### src/rtl/fetch_credit_controller.sv
// rtl/fetch_credit_controller.sv - credit-gated sequential fetch into the decode instruction queue
// Issues I-cache requests only when queue space is guaranteed; drains stale responses after redirects.
module fetch_credit_controller #(
  parameter int          QUEUE_DEPTH  = 8,
  parameter int          MAX_INFLIGHT = 4,
  parameter logic [31:0] RESET_PC     = 32'h0000_0000
) (
  input  logic                           clk,
  input  logic                           rst_n,
  input  logic                           redirect_valid,
  input  logic [31:0]                    redirect_pc,
  output logic                           ic_req_valid,
  input  logic                           ic_req_ready,
  output logic [31:0]                    ic_req_pc,
  input  logic                           ic_resp_valid,
  input  logic [31:0]                    ic_resp_pc,
  input  logic [31:0]                    ic_resp_data,
  output logic                           q_wr_valid,
  output logic [31:0]                    q_wr_pc,
  output logic [31:0]                    q_wr_data,
  input  logic                           q_pop,
  output logic                           q_flush,
  output logic [$clog2(QUEUE_DEPTH):0]   occupancy
);

  localparam int OW = $clog2(QUEUE_DEPTH) + 1;
  localparam int IW = $clog2(MAX_INFLIGHT) + 1;
  localparam int SW = ((OW > IW) ? OW : IW) + 1;

  typedef enum logic {FETCH, DRAIN} state_t;

  state_t        state_q, state_d;
  logic [31:0]   pc_q, pc_d;
  logic [IW-1:0] inflight_q, inflight_d;
  logic [OW-1:0] occupancy_q, occupancy_d;

  logic [SW-1:0] committed;
  logic          credit_ok;
  logic          req_valid;
  logic          req_fire;
  logic          resp_live;
  logic          wr_valid;
  logic          pop_ok;
  logic          flush;

  always_comb begin
    // Occupancy plus in-flight is compared one bit wider so the sum can never wrap.
    committed = SW'(occupancy_q) + SW'(inflight_q);
    credit_ok = (committed < SW'(QUEUE_DEPTH)) && (inflight_q < IW'(MAX_INFLIGHT));

    flush     = rst_n && redirect_valid;
    req_valid = rst_n && (state_q == FETCH) && credit_ok && !redirect_valid;
    req_fire  = req_valid && ic_req_ready;
    // A response with nothing outstanding cannot belong to us and is ignored.
    resp_live = rst_n && ic_resp_valid && (inflight_q != '0);
    wr_valid  = resp_live && (state_q == FETCH) && !redirect_valid;
    pop_ok    = q_pop && (occupancy_q != '0);

    inflight_d = inflight_q;
    unique case ({req_fire, resp_live})
      2'b10:   inflight_d = inflight_q + IW'(1);
      2'b01:   inflight_d = inflight_q - IW'(1);
      default: inflight_d = inflight_q;
    endcase

    occupancy_d = occupancy_q;
    if (redirect_valid) begin
      occupancy_d = '0;
    end else begin
      unique case ({wr_valid, pop_ok})
        2'b10:   occupancy_d = occupancy_q + OW'(1);
        2'b01:   occupancy_d = occupancy_q - OW'(1);
        default: occupancy_d = occupancy_q;
      endcase
    end

    pc_d = pc_q;
    if (redirect_valid) begin
      pc_d = redirect_pc;
    end else if (req_fire) begin
      pc_d = pc_q + 32'd4;
    end

    state_d = state_q;
    if (redirect_valid || (state_q == DRAIN)) begin
      state_d = (inflight_d != '0) ? DRAIN : FETCH;
    end
  end

  always_ff @(posedge clk) begin
    if (!rst_n) begin
      state_q     <= FETCH;
      pc_q        <= RESET_PC;
      inflight_q  <= '0;
      occupancy_q <= '0;
    end else begin
      state_q     <= state_d;
      pc_q        <= pc_d;
      inflight_q  <= inflight_d;
      occupancy_q <= occupancy_d;
    end
  end

  assign ic_req_valid = req_valid;
  assign ic_req_pc    = pc_q;
  assign q_wr_valid   = wr_valid;
  assign q_wr_pc      = ic_resp_pc;
  assign q_wr_data    = ic_resp_data;
  assign q_flush      = flush;
  assign occupancy    = occupancy_q;

endmodule
### config.mk
export PLATFORM = sky130hd
export DESIGN_NAME = fetch_credit_controller
export DESIGN_NICKNAME = d
export VERILOG_FILES = /design/src/rtl/fetch_credit_controller.sv
export SDC_FILE = /design/constraint.sdc
export NUM_CORES = 1
export LEC_CHECK = 0
export ABC_CLOCK_PERIOD_IN_PS = 3100
export CAP_MARGIN = 20
export CORE_MARGIN = 5
export CORE_UTILIZATION = 37
export CTS_CLUSTER_DIAMETER = 80
export CTS_CLUSTER_SIZE = 10
export DETAILED_ROUTE_END_ITERATION = 7
export PLACE_DENSITY = 0.83
export SYNTH_ARGS = -nofsm -noshare
export SYNTH_HDL_FRONTEND = slang
export SYNTH_SLANG_ARGS = --single-unit
### constraint.sdc
create_clock -name clk -period 3.1 [get_ports clk]
set_clock_uncertainty 0.1 [all_clocks]
set_input_delay 0.31 -clock clk [delete_from_list [all_inputs] [get_ports clk]]
set_output_delay 0.31 -clock clk [all_outputs]
set_load 0.005 [all_outputs]
==> flow_summary.json <==
{
  "fmax_mhz": 350,
  "yosysUniqueCellTypes": 59,
  "slew_viol_final": 0,
  "hold_violations": 0,
  "postCtsHoldBufs": 0,
  "setup_viol": 0,
  "power_frac_comb_pct": 20.9,
  "grt_pass1_vias": 2879,
  "fin_tns_setup_ns": 0,
  "start_util_pct": 37.8,
  "ys_seq_area_share_pct": 25.9,
  "postPlaceCellArea_um2": 3490,
  "rrSetupSlack_ns": 0.24,
  "worstPathMaxFanout": 5,
  "coreArea_um2": 8180,
  "io_pins": 205,
  "area_growth_pct": 15.9,
  "syn_nets": 490,
  "grt_overflow_total": 0,
  "avgSynthCellArea_um2": 8.15,
  "grt_pass1_wl_mm": 13.6,
  "fin_util_pct": 43.8,
  "setup_slack_ns": 0.239,
  "seqPwrFrac_pct": 49.2,
  "worstPathRequired_ns": 3.19,
  "synthCells": 379,
  "wirelength_mm": 8.65,
  "startpoint": "occupancy[2]$_SDFFE_PP0P_",
  "synth_flop_cell": "dfxtp_1",
  "dr.pass1.iters": 4,
  "reg2reg_depth": 10,
  "stdcell_area_um2": 3580,
  "grtUsageTotal_pct": 16.1,
  "hold-worst-slack_ns": 0.442,
  "crit_arrival_ns": 2.95,
  "die_h_um": 101,
  "maxCapViolCount": 0,
  "final-seq-area_um2": 802,
  "cp-start-kind": "register",
  "gp_congestion": 0.872,
  "p_clk_share_pct": 29.9,
  "maxSlewHeadroom_pct": 46.5,
  "hold_class": "reg2reg",
  "mappedNetlistArea_um2": 3090,
  "crit_end": "state_q$_SDFFE_PN0P_",
  "p_sw_mw": 0.336,
  "tritoncts": "done",
  "ir_drop_v": 0.000182,
  "grt_setup_unrepaired": "no",
  "drive_gt1_share_pct": 6.43,
  "reg2reg_to": "state_q$_SDFFE_PN0P_",
  "die_area_um2": 10300,
  "cts_sinks": 40,
  "antenna_found_initial": 0,
  "cts_buffers": 5,
  "fp.dieW_um": 101,
  "route.detailed.drc": 0,
  "cts_max_path_buffers": 2,
  "post-route-min-period_ns": 2.86,
  "sw_frac_of_total_pct": 27.8,
  "end_kind": "register",
  "async_flop_share_pct": 0,
  "r2r-start": "occupancy[2]$_SDFFE_PP0P_",
  "critPathKind": "reg2reg",
  "place.detailed.hpwl_mm": 6.60,
  "io_buffers": 76,
  "finalNetCount": 499,
  "p_int_mw": 0.874,
  "avgViaCountPerCell": 5.90,
  "tightest_slew_ns": 0.795,
  "htreeDepth": 2,
  "status": "finished clean",
  "grt_max_degree": 38,
  "post_drt_wl_per_cell_um": 17.5,
  "dr_total_vias": 2915,
  "cts.clk_slew.worst_paths_ns": 0.08,
  "antenna_cells": 0,
  "finalCritPeriodShare_pct": 92.3,
  "ys_ff_latch": 40,
  "yosys_warnings": 0,
  "cts-root-buf": "clkbuf_8",
  "drt_iter0_drc": 210,
  "power_leakage_nw": 1.26,
  "fill_cells": 822,
  "ant_nets": 0,
  "multi_input_area_um2": 1690,
  "num_rows": 33,
  "synth_enable_flop_cells": 0,
  "pre_cts_ws_ns": 0.192,
  "clk_latency_ns": 0.29,
  "powerDensity_nw_per_um2": 338
}
metrics by stage:
step / power [mW] / std cells
2_1_floorplan: 0.777 / 379
3_3_place_gp: 0.849 / 486
3_5_place_dp: 0.859 / 486
4_1_cts: 1.22 / 494
5_1_grt: 1.27 / 494
6_report: 1.21 / 494
state kept, by name (all words and copies together) (netlist names):
register,cells
state_q,1
occupancy,4
ic_req_pc,32
inflight_q,3
final cells by class:
type,instances,area share (%)
multi-input cells,245,47.2
flip-flops and latches,40,22.4
repair buffers,84,22.9
inverters,12,1.26
well taps,105,3.67
clock buffers,8,2.52
cells in the mapped netlist (all sizes together), types with 10 or more instances:
cell type	n	area share (%)
buf	66	16
o21ai	27	4.4
a211oi	10	2.4
nand3	16	2.6
nor2	16	1.9
clkbuf	16	1.9
nand4	16	4.1
dfxtp	40	26
nand2	14	1.7
nor3	14	2.3
inv	11	1.3
worst min-delay path by stage:
| stage | start | endpoint | slack [ns] | cells past startpoint |
|---|---|---|---|---|
| after global routing | ic_req_pc[1]$_SDFFE_PN0P_ | ic_req_pc[1]$_SDFFE_PN0P_ | 0.47 | 2 |
| final | ic_req_pc[1]$_SDFFE_PN0P_ | ic_req_pc[1]$_SDFFE_PN0P_ | 0.44 | 2 |
| after detailed placement | ic_req_pc[1]$_SDFFE_PN0P_ | ic_req_pc[1]$_SDFFE_PN0P_ | 0.41 | 2 |
| after CTS | ic_req_pc[1]$_SDFFE_PN0P_ | ic_req_pc[1]$_SDFFE_PN0P_ | 0.44 | 2 |
| after floorplan | redirect_pc[17] | ic_req_pc[17]$_SDFFE_PN0N_ | 0.34 | 2 |
| after global placement | ic_req_pc[1]$_SDFFE_PN0P_ | ic_req_pc[1]$_SDFFE_PN0P_ | 0.41 | 2 |
placed cells by master, fill, tap and decap left out, types with 3 or more instances in the layout:
cell type / n
a211o_1: 4
or3_1: 3
nor2_1: 16
mux2i_1: 6
o31ai_1: 4
nor3_1: 14
clkdlybuf4s50_1: 76
clkbuf_8: 6
nor4_1: 9
a311oi_1: 4
inv_1: 11
nand3_1: 16
a31oi_1: 9
a21oi_1: 7
nand2b_1: 4
o211ai_1: 8
ha_1: 7
and2_1: 4
or4_1: 5
dfxtp_1: 39
o21ai_0: 27
and3_1: 8
xnor2_1: 3
nand2_1: 14
buf_4: 8
nor2b_1: 4
and4_1: 6
xor2_1: 5
a211oi_1: 10
nand4_1: 13
power by group through the flow:
stage	clock, mW	sequential [mW]	combinational (mW)
CTS	0.373	0.594	0.254
global placement	0	0.603	0.246
detailed placement	0	0.606	0.253
finish	0.361	0.595	0.253
global route	0.396	0.601	0.278
floorplan	0	0.595	0.182
layer usage:
metal,track usage [%],vias to the layer above,wire (um)
li1,-,1380,-
met1,20.2,1392,3620
met2,26.4,127,4120
met3,4.89,16,769
met4,5.52,0,143
met5,0,-,0
repair_timing:
action                     4_1_cts  5_1_grt
setup buffers                    0        0
setup endpoints to repair        0        1
gates resized for setup          0        1
critical path: stages, from the launching register on:
cell	delay [ns]
dfxtp_1	0.36
ha_1	0.38
a2111oi_4	0.46
nand4_1	0.18
ha_1	0.27
inv_1	0.08
fa_1	0.17
xor2_1	0.27
xor2_1	0.19
nand4b_1	0.11
and4b_1	0.18
logic make-up (layout without fill, tap and decap cells):
group	after synthesis	after routing	synth area share, %
and+or+nand+nor	126	126	24.1
AOI/OAI and AO/OA	95	95	21.9
buffers and inverters	94	104	19.4
DFF	40	40	25.9
adders and majority gates	9	9	4.13
xor gates and xnor gates	8	8	2.27
muxes	7	7	2.31
No activity file was read; power rests on OpenSTA's default activity.
